`src/rtl/cpu_bus_initiator.sv`:
```
// ============================================================================
// Module      : cpu_bus_initiator
// Description : Single-outstanding peripheral bus initiator with timeout.
//               Parks the bus at an unmapped address in read mode when idle.
// Revision    : 1.0  initial release
// ============================================================================
`default_nettype none

module cpu_bus_initiator #(
    parameter int                   address_width  = 16,
    parameter int                   data_width     = 8,
    parameter logic [address_width-1:0] Idle_Address = 16'hFFFF,
    parameter int                   Timeout_Cycles = 16
) (
    input  logic                     clk_i,
    input  logic                     reset_i,
    input  logic                     req_valid_i,
    output logic                     req_ready_o,
    input  logic                     req_write_i,
    input  logic [address_width-1:0] req_address_i,
    input  logic [data_width-1:0]    req_data_i,
    output logic                     rsp_valid_o,
    output logic [data_width-1:0]    rsp_data_o,
    output logic                     rsp_error_o,
    output logic [address_width-1:0] bus_address_o,
    output logic [data_width-1:0]    bus_data_o,
    output logic                     bus_rd_wr_o,
    input  logic [data_width-1:0]    bus_data_i,
    input  logic                     bus_take_controlr_i,
    input  logic                     bus_take_controlw_i
);

    localparam int            c_CNT_W   = $clog2(Timeout_Cycles + 1);
    localparam logic [c_CNT_W-1:0] c_TIMEOUT = c_CNT_W'(Timeout_Cycles);

    typedef enum logic [1:0] {
        S_IDLE = 2'd0,
        S_WAIT = 2'd1,
        S_RESP = 2'd2
    } state_t;

    state_t                     r_state;
    logic [c_CNT_W-1:0]         r_cnt;
    logic                       r_rsp_valid;
    logic [data_width-1:0]      r_rsp_data;
    logic                       r_rsp_error;
    logic [address_width-1:0]   r_bus_address;
    logic [data_width-1:0]      r_bus_data;
    logic                       r_bus_rd_wr;
    logic                       w_ack;

    // Only the acknowledge matching the direction of the held transaction counts.
    assign w_ack = r_bus_rd_wr ? bus_take_controlw_i : bus_take_controlr_i;

    assign req_ready_o   = (r_state == S_IDLE) && reset_i;
    assign rsp_valid_o   = r_rsp_valid;
    assign rsp_data_o    = r_rsp_data;
    assign rsp_error_o   = r_rsp_error;
    assign bus_address_o = r_bus_address;
    assign bus_data_o    = r_bus_data;
    assign bus_rd_wr_o   = r_bus_rd_wr;

    always_ff @(posedge clk_i) begin
        if (!reset_i) begin
            r_state       <= S_IDLE;
            r_cnt         <= '0;
            r_rsp_valid   <= 1'b0;
            r_rsp_data    <= '0;
            r_rsp_error   <= 1'b0;
            r_bus_address <= Idle_Address;
            r_bus_data    <= '0;
            r_bus_rd_wr   <= 1'b0;
        end else begin
            case (r_state)
                S_IDLE: begin
                    if (req_valid_i) begin
                        r_bus_address <= req_address_i;
                        r_bus_rd_wr   <= req_write_i;
                        r_bus_data    <= req_write_i ? req_data_i : '0;
                        r_cnt         <= '0;
                        r_state       <= S_WAIT;
                    end
                end
                S_WAIT: begin
                    if (w_ack || (r_cnt == c_TIMEOUT)) begin
                        // Acknowledge takes priority over a coincident timeout.
                        r_rsp_valid   <= 1'b1;
                        r_rsp_error   <= ~w_ack;
                        r_rsp_data    <= (w_ack && !r_bus_rd_wr) ? bus_data_i : '0;
                        r_bus_address <= Idle_Address;
                        r_bus_data    <= '0;
                        r_bus_rd_wr   <= 1'b0;
                        r_state       <= S_RESP;
                    end else begin
                        r_cnt <= r_cnt + c_CNT_W'(1);
                    end
                end
                S_RESP: begin
                    r_rsp_valid <= 1'b0;
                    r_state     <= S_IDLE;
                end
                default: begin
                    r_state <= S_IDLE;
                end
            endcase
        end
    end

endmodule

`default_nettype wire

```
`config.mk`:
```
export PLATFORM = sky130hd
export DESIGN_NAME = cpu_bus_initiator
export DESIGN_NICKNAME = d
export VERILOG_FILES = /design/src/rtl/cpu_bus_initiator.sv
export SDC_FILE = /design/constraint.sdc
export NUM_CORES = 1
export LEC_CHECK = 0
export BUFFER_PORTS_ARGS = -buffer_cell sky130_fd_sc_hd__buf_2
export CORE_ASPECT_RATIO = 1.2
export CORE_MARGIN = 2
export CORE_UTILIZATION = 46
export CTS_CLUSTER_DIAMETER = 50
export CTS_CLUSTER_SIZE = 25
export DETAILED_ROUTE_END_ITERATION = 10
export HOLD_SLACK_MARGIN = 0.08
export PLACE_DENSITY = 0.78
export SYNTH_ARGS = -nofsm -noshare
export SYNTH_HDL_FRONTEND = slang
export SYNTH_SLANG_ARGS = --single-unit
export TNS_END_PERCENT = 30
```
`constraint.sdc`:
```
create_clock -name clk_i -period 1.9 [get_ports clk_i]
set_input_delay 0.38 -clock clk_i [delete_from_list [all_inputs] [get_ports clk_i]]
set_output_delay 0.38 -clock clk_i [all_outputs]
set_load 0.05 [all_outputs]
```
==> qor.yml, run 1 <==
yosys:
  netlist_area_um2: 1650
  yosysTopAreaCell: "dfxtp_1"
  netlist_instances: 151
  syn-num-nets: 191
  avgSynthCellArea_um2: 11.0
  ys_top_cells_by_area: "dfxtp_1 51%, o32a_1 9.7%, mux2i_1 6.1%"
  synth_warnings: 0
  ys_seq_area_share_pct: 50.8
  synth-seq-cells: 42
  ys_types: 40
  netlist.area_leader.share_pct: 50.8
floorplanning:
  die_w_um: 58.7
  initial_core_util_pct: 48.7
  num_io_pins: 74
  die_area_um2: 4090
  placement_rows: 23
  die_h_um: 69.7
  core_um2: 3400
pwr:
  power-per-cell-area_nw_per_um2: 863
  max-vdd-ir-drop_v: 0.000538
  p_leak_uw: 0.000946
  p_total_uw: 1840
grt:
  antenna_found_initial: 0
  grt_max_degree: 20
  grt_pass1_vias: 1398
  grt_pass1_wl_um: 6180
  track_usage_pct: 19.1
  overflow: 0
setup_path:
  rr_startpoint: "r_cnt[0]"
  r2r_setup_slack_ps: 260
  worst_setup_path_start_kind: "flop"
  timing.rr.end: "bus_address_o[2]"
  crit_arrival_ps: 1880
  crit_path_max_fanout: 17
  reg2reg_depth: 5
  worstSetupPathType: "reg -> reg"
  end_kind: "flop"
  required_ps: 2130
clock_tree:
  cts.sinks: 42
  cts_tree: "yes"
  h-tree-depth: 2
  clock_latency_ps: 290
  cts_inserted_buffers: 5
  root_buffer: "clkbuf_8"
  cts_setup_buffers: 0
  post_cts_resized: 0
  clockBufferDepth: 2
  path_clk_slew_ps: 80
  cts_hold_buf: 0
cells_and_area:
  fillers: 315
  n_antenna_cell: 0
  areaGrowthSynthToFinish_pct: 29.0
  nNetsFinal: 265
  finish.utilization_pct: 62.8
  multiInputGateArea_um2: 747
  drive_gt1_share_pct: 40.9
  stdcell_count: 262
  regArea_um2: 841
timing:
  skew_ps: 6.74
  setup_slack_ps: 256
  drv_slew: 0
  fin_crit_sh_pct: 86.5
  max_freq_mhz: 608
  worst_pin_slew_ps: 747
  hold_violations: 0
  rsz0062_at_grt: "no"
  layout_min_cycle_time_ps: 1640
  setup_tns_ps: 0
  max-slew-margin-rel_pct: 50.2
  setup_viol_count_final: 0
drt:
  antenna_left: 0
  drcViolationCount: 5
  wire_per_inst_um: 13.6
  vias: 1441
  via_per_inst: 5.50
  drt-pass1-iter-count: 7
  routed_wl_um: 3570
  initialDrtViolationCount: 34
status:
  status: "complete, but fails checks"
  violations: "DRC"
min_path:
  hold_start: "req_data_i[7]"
  hold_path.class: "in -> reg"
  whs_path_depth: 2
  hold_end: "bus_data_o[7]"
place:
  place_ws_ps: 271
  dpl.hpwl_um: 2620
  numPlacedInstances: 255
  io_buffers: 73
  gp_congestion: 0.789
job:
  maxCapViolations: 0
cell usage in the layout (no fill, tap or decap), drive strengths merged, types with 2 or more instances in the layout:
| cell type | instances |
|---|---|
| nand3b | 2 |
| mux2i | 11 |
| a21oi | 5 |
| dfxtp | 42 |
| inv | 3 |
| o21ai | 4 |
| o31ai | 3 |
| o32a | 16 |
| buf | 77 |
| nand2 | 21 |
| ha | 2 |
| a32o | 8 |
| or4 | 2 |
| nand3 | 3 |
| nor3b | 2 |
| clkbuf | 6 |
| and2 | 2 |
power breakdown:
group,switching [uW],total (uW),leakage (uW),internal (uW)
Sequential,25.2,946,0.000343,921
Combinational,240,356,0.000566,116
Clock,288,540,0.0000373,252
Total,553,1840,0.000946,1290
synth_stat cells:
master / number
dfxtp_1: 42
nand2_1: 20
o32a_1: 16
mux2i_1: 10
a32o_1: 8
a21oi_1: 4
buf_2: 3
buf_4: 3
inv_1: 3
nand3_1: 3
o21ai_0: 3
o31ai_1: 3
clkbuf_1: 2
ha_1: 2
nand3b_1: 2
nor3b_1: 2
or4_1: 2
a21boi_0: 1
a21oi_2: 1
a31o_2: 1
a31oi_1: 1
and2_1: 1
and2_4: 1
and2b_1: 1
and3_1: 1
and3b_1: 1
and4_1: 1
and4bb_2: 1
buf_1: 1
buf_6: 1
mux2_4: 1
mux2i_2: 1
nand2_2: 1
nand2b_1: 1
nand4_1: 1
nand4bb_1: 1
nor2_1: 1
nor2b_1: 1
o21ai_4: 1
or3b_1: 1
registers in the layout, indices dropped and copies added (netlist names):
| name | cells |
|---|---|
| bus_data_o | 8 |
| r_state | 2 |
| rsp_data_o | 8 |
| rsp_error_o | 1 |
| bus_address_o | 16 |
| rsp_valid_o | 1 |
| bus_rd_wr_o | 1 |
| r_cnt | 5 |
how the worst max path moves through the flow:
stage,slack (ps),start,to,depth (start not counted)
final,260,r_cnt[0],bus_address_o[2],5
after global routing,70,r_cnt[0],bus_address_o[2],5
after CTS,250,r_cnt[0],rsp_data_o[0],6
after detailed placement,270,r_cnt[0],rsp_data_o[0],6
after global placement,280,r_cnt[0],bus_address_o[14],5
after floorplan,30,reset_i,bus_address_o[10],4
through the flow:
stage               hold WS (ps)  instance area, um^2
floorplan                    460                 1660
global placement             444                 2050
detailed placement           455                 2050
CTS                          287                 2130
global route                 286                 2130
finish                       289                 2130
worst max-delay path, stage by stage, from the launching register on:
cell and delay [ps]:
dfxtp_1 330, inv_1 80, ha_1 150, nand4bb_1 150, a21oi_2 640, o32a_1 230
routing by layer:
layer	global-route usage (%)	share of wire, %	vias to the layer above
li1	-	-	718
met1	24.4	43	668
met2	28.8	47	49
met3	6.90	8.0	6
met4	7.58	1.5	0
met5	0	0	-
area by class of cell:
cell class	instances	share of cell area, %
clock buffer	6	3.40
clock inverter	1	0.352
inverter	3	0.528
multi-input combinational	96	35.0
sequential	42	39.4
tap	37	2.17
timing repair buffer	77	19.1
kinds of logic after synthesis:
group / after synthesis / synth area share (%)
compound gates: 39 / 20.9
flops: 42 / 50.8
fa+ha+maj: 2 / 1.51
buf+inv: 13 / 4.31
simple gates: 43 / 14.7
mux: 12 / 7.79
Power figures use the tool's default switching activity.
==> inputs of run 2 (changes only) <==
- CORE_ASPECT_RATIO: 1.2 -> 0.6
- CTS_CLUSTER_SIZE: 25 -> 30
- RECOVER_POWER: unset -> 50
==> run 2 against run 1 <==
Compared with the run above:
- the flow now finishes without violations
- sequential power about the same
- worst hold slack better by 4.1 ps
- setup slack lost 28 ps
- fmax down 1.7%
- combinational power down 4%
- sequential share of layout area grew 0.42 points
- register-to-register slack worse by 30 ps
==> qor.yml, run 2 (synthesis results as in run 1) <==
drt:
  antenna_left: 0
  drcViolationCount: 0
  vias: 1464
  wire_per_inst_um: 13.8
  via_per_inst: 5.40
  initialDrtViolationCount: 48
  routed_wl_um: 3740
  drt-pass1-iter-count: 4
cells_and_area:
  fillers: 290
  areaGrowthSynthToFinish_pct: 27.6
  nNetsFinal: 265
  largest_reg_flops: 16
  most-common-layout-cells: "42 x dfxtp_1, 38 x buf_2, 37 x clkbuf_1"
  finish.utilization_pct: 63.1
  stdcell_count: 271
  final_common_cell: "dfxtp_1"
  n_antenna_cell: 0
  drive_gt1_share_pct: 24.3
clock_tree:
  h-tree-depth: 2
  path_clk_slew_ps: 80
  clock_latency_ps: 290
  post_cts_resized: 0
  clockBufferDepth: 2
  cts_setup_buffers: 0
  cts_tree: "yes"
  root_buffer: "clkbuf_8"
  cts.sinks: 42
  cts_inserted_buffers: 5
  cts_hold_buf: 0
floorplanning:
  num_io_pins: 74
  die_area_um2: 4110
  placement_rows: 16
  die_h_um: 50.5
  die_w_um: 81.4
  core_um2: 3340
  initial_core_util_pct: 49.5
timing:
  rsz0062_at_grt: "no"
  max_freq_mhz: 598
  hold_violations: 0
  drv_slew: 0
  worst_pin_slew_ps: 757
  max-slew-margin-rel_pct: 49.5
  setup_slack_ps: 228
  skew_ps: 6.17
  setup_viol_count_final: 0
  holdWs_ps: 293
  fin_crit_sh_pct: 88.0
  layout_min_cycle_time_ps: 1670
  setup_tns_ps: 0
place:
  numPlacedInstances: 263
  io_buffers: 73
  dpl.hpwl_um: 2730
  gp_congestion: 0.910
  place_ws_ps: 255
setup_path:
  crit_arrival_ps: 1910
  reg2reg_depth: 5
  required_ps: 2130
  end_kind: "flop"
  r2r_setup_slack_ps: 230
  worst_setup_path_start_kind: "flop"
  worstSetupPathType: "reg -> reg"
  crit_path_max_fanout: 17
pwr:
  power-per-cell-area_nw_per_um2: 938
  max-vdd-ir-drop_v: 0.000570
  p_leak_uw: 0.000846
  clkPwrFrac_pct: 34.9
  p_comb_share_pct: 17.3
  seq_power_share_pct: 47.8
  swShare_pct: 28.6
  p_sw_uw: 567
  internal_power_uw: 1410
grt:
  antenna_found_initial: 0
  track_usage_pct: 20.3
  grt_pass1_wl_um: 6270
  grt_max_degree: 20
  grt_pass1_vias: 1367
  overflow: 0
job:
  maxCapViolations: 0
status:
  status: "completed"
min_path:
  hold_path.class: "in -> reg"
  whs_path_depth: 2
[run 2: metrics by stage]
stage,cell area (um^2),power [uW]
finish,2110,1980
global route,2110,2060
floorplan,1660,1220
global placement,2050,1320
CTS,2160,2010
detailed placement,2050,1320
[run 2: final timing paths]
| kind | start | endpoint |
|---|---|---|
| worst max register to register | r_cnt[0] | bus_address_o[12] |
| worst min register to register | rsp_data_o[2] | rsp_data_o[2] |
| worst max-delay path | r_cnt[0] | bus_address_o[12] |
| worst min-delay path | req_data_i[1] | bus_data_o[1] |
[run 2: metal layers]
metal | global-route usage [%] | part of all wire, % | wire (um) | up-vias
met5 | 0 | 0 | 0 | -
met4 | 8.47 | 1.4 | 51 | 0
met3 | 6.65 | 6.2 | 232 | 5
met2 | 28.3 | 43 | 1590 | 42
met1 | 28.7 | 50 | 1860 | 696
li1 | - | - | - | 721
[run 2: critical path, cell delays in order (launching register included)]
cell,delay [ps]
dfxtp_1,340
inv_1,80
ha_1,160
nand4bb_1,150
a21oi_2,640
o32a_1,240
[run 2: area by class of cell]
class,instances,area [um^2],area share (%)
clock buffer,6,72.6,3.44
clock inverter,2,37.5,1.78
inverter,3,11.3,0.533
multi-input combinational,96,744,35.3
sequential,42,841,39.8
tap,45,56.3,2.67
timing repair buffer,77,348,16.5
[run 2: power by group through the flow]
stage               sequential (uW)  clock (uW)  combinational, uW
floorplan                      1090           0                130
global placement                966           0                354
detailed placement              966           0                356
CTS                             946         709                356
global route                    953         746                366
finish                          947         691                343
==> inputs of run 3 (changes only) <==
- CELL_PAD_IN_SITES_DETAIL_PLACEMENT: unset -> 1
- CELL_PAD_IN_SITES_GLOBAL_PLACEMENT: unset -> 1
- CORE_UTILIZATION: 46 -> 34
- CTS_CLUSTER_SIZE: 30 -> 16
- PLACE_DENSITY: 0.78 -> unset
- PLACE_DENSITY_LB_ADDON: unset -> 0.1
==> run 3 against run 2 <==
Compared with the run above:
- fmax is 2.1% lower
- utilization is 16 points lower
- sequential share of layout area is 1.2 points lower
- sequential cell count stayed put
- clock power is 27% higher
- worst hold slack hardly changed
- clock skew is 1.2 ps lower
- largest cell class unchanged
- largest power group unchanged
==> qor.yml, run 3 (synthesis results as in run 1) <==
status:
  status: "completed"
drt:
  wl_met1_um: 2180
  maxUsedRoutingLayer: "met4"
  wire_per_inst_um: 15.8
  met3_length_um: 267
  drt-pass1-iter-count: 4
  drcViolationCount: 0
  route.met2.wl_um: 2080
  via_per_inst: 5.17
  initialDrtViolationCount: 51
  vias: 1494
  routed_wl_um: 4560
  antenna_left: 0
timing:
  worst_pin_slew_ps: 624
  setup_slack_ps: 192
  max-slew-margin-rel_pct: 58.6
  setup_viol_count_final: 0
  max_freq_mhz: 586
  layout_min_cycle_time_ps: 1710
  drv_slew: 0
  fin_crit_sh_pct: 89.9
  skew_ps: 4.95
  setup_tns_ps: 0
  hold_violations: 0
  rsz0062_at_grt: "no"
pwr:
  power-per-cell-area_nw_per_um2: 1000
  max-vdd-ir-drop_v: 0.000336
  p_leak_uw: 0.000869
setup_path:
  crit_end: "rsp_data_o[1]"
  r2r_setup_slack_ps: 190
  timing.rr.end: "rsp_data_o[1]"
  crit_chain: "inv_1 -> ha_1 -> and4bb_1 -> o21ai_4 -> buf_4 -> mux2i_1"
  worst_setup_path_start_kind: "flop"
  crit_path_max_fanout: 17
  required_ps: 2120
  worst-path-stages: 6
  slowest_delay_ps: 410
  slowest_stage: "dfxtp_1"
  rr_startpoint: "r_cnt[0]"
  reg2reg_depth: 6
  crit_arrival_ps: 1930
  crit_buf_inv: 2
  crit_start: "r_cnt[0]"
  worstSetupPathType: "reg -> reg"
  end_kind: "flop"
  crit_family: "flip-flops"
clock_tree:
  cts.sinks: 42
  clockBufferDepth: 2
  cts_hold_buf: 0
  cts_inserted_buffers: 5
  h-tree-depth: 2
  root_buffer: "clkbuf_8"
  path_clk_slew_ps: 80
  clock_latency_ps: 290
  cts_tree: "yes"
grt:
  antenna_found_initial: 0
  grt_pass1_wl_um: 7160
  grt_pass1_vias: 1456
  overflow: 0
  track_usage_pct: 17.3
  grt_max_degree: 20
cells_and_area:
  n_antenna_cell: 0
  final_common_cell: "dfxtp_1"
  finish.utilization_pct: 46.9
  largest_reg_flops: 16
  fillers: 567
  nNetsFinal: 265
  areaGrowthSynthToFinish_pct: 31.5
  most-common-layout-cells: "42 x dfxtp_1, 38 x buf_2, 36 x clkbuf_1"
  drive_gt1_share_pct: 25.2
job:
  maxCapViolations: 0
floorplanning:
  die_area_um2: 5460
  num_io_pins: 74
  die_h_um: 58.0
  die_w_um: 94.0
  core_um2: 4640
  placement_rows: 19
  initial_core_util_pct: 35.7
place:
  dpl.hpwl_um: 3430
  io_buffers: 73
  place_ws_ps: 156
  gp_congestion: 0.689
min_path:
  hold_path.class: "in -> reg"
  whs_path_depth: 2
==> run 3: cell count changes in the layout (fill, tap and decap cells not counted), sizes merged <==
cell and delta:
bufinv +1, clkinvlp -1
==> run 3: final cells by class <==
type | count | area [um^2] | area share [%]
timing repair buffer | 77 | 348 | 16.0
clock buffer | 6 | 82.6 | 3.80
sequential | 42 | 841 | 38.6
inverter | 3 | 11.3 | 0.518
tap | 63 | 78.8 | 3.62
clock inverter | 2 | 60.1 | 2.76
multi-input combinational | 96 | 754 | 34.7
==> run 3: where the power goes <==
group	internal (uW)	switching [uW]
combinational	103	246
sequential	921	27.9
clock	561	318
total	1580	593
==> run 3: stage by stage <==
stage / hold slack (ps) / area [um^2] / std cells / power, uW
3_3_place_gp: 443 / 2070 / 281 / 1310
2_1_floorplan: 460 / 1660 / 151 / 1220
4_1_cts: 293 / 2220 / 289 / 2200
3_5_place_dp: 458 / 2070 / 281 / 1330
5_1_grt: 282 / 2180 / 289 / 2260
6_report: 293 / 2180 / 289 / 2180
==> run 3: what timing repair did <==
item                       CTS  global route
resized for setup            0             1
setup buffers                0             0
setup endpoints to repair    0            17
==> run 3: worst min-delay path by stage <==
stage                     start               end  slack [ps]
3_3_place_gp      rsp_data_o[7]     rsp_data_o[7]         440
4_1_cts        req_address_i[6]  bus_address_o[6]         290
3_5_place_dp      rsp_data_o[5]     rsp_data_o[5]         460
5_1_grt           req_data_i[6]     bus_data_o[6]         280
2_1_floorplan          r_cnt[4]          r_cnt[4]         460
6_report          req_data_i[6]     bus_data_o[6]         290
==> run 3: per-layer routing <==
layer | up-vias | track usage [%]
met2 | 41 | 26.0
met5 | - | 0
met1 | 728 | 23.7
met4 | 0 | 4.35
met3 | 5 | 6.37
li1 | 720 | -
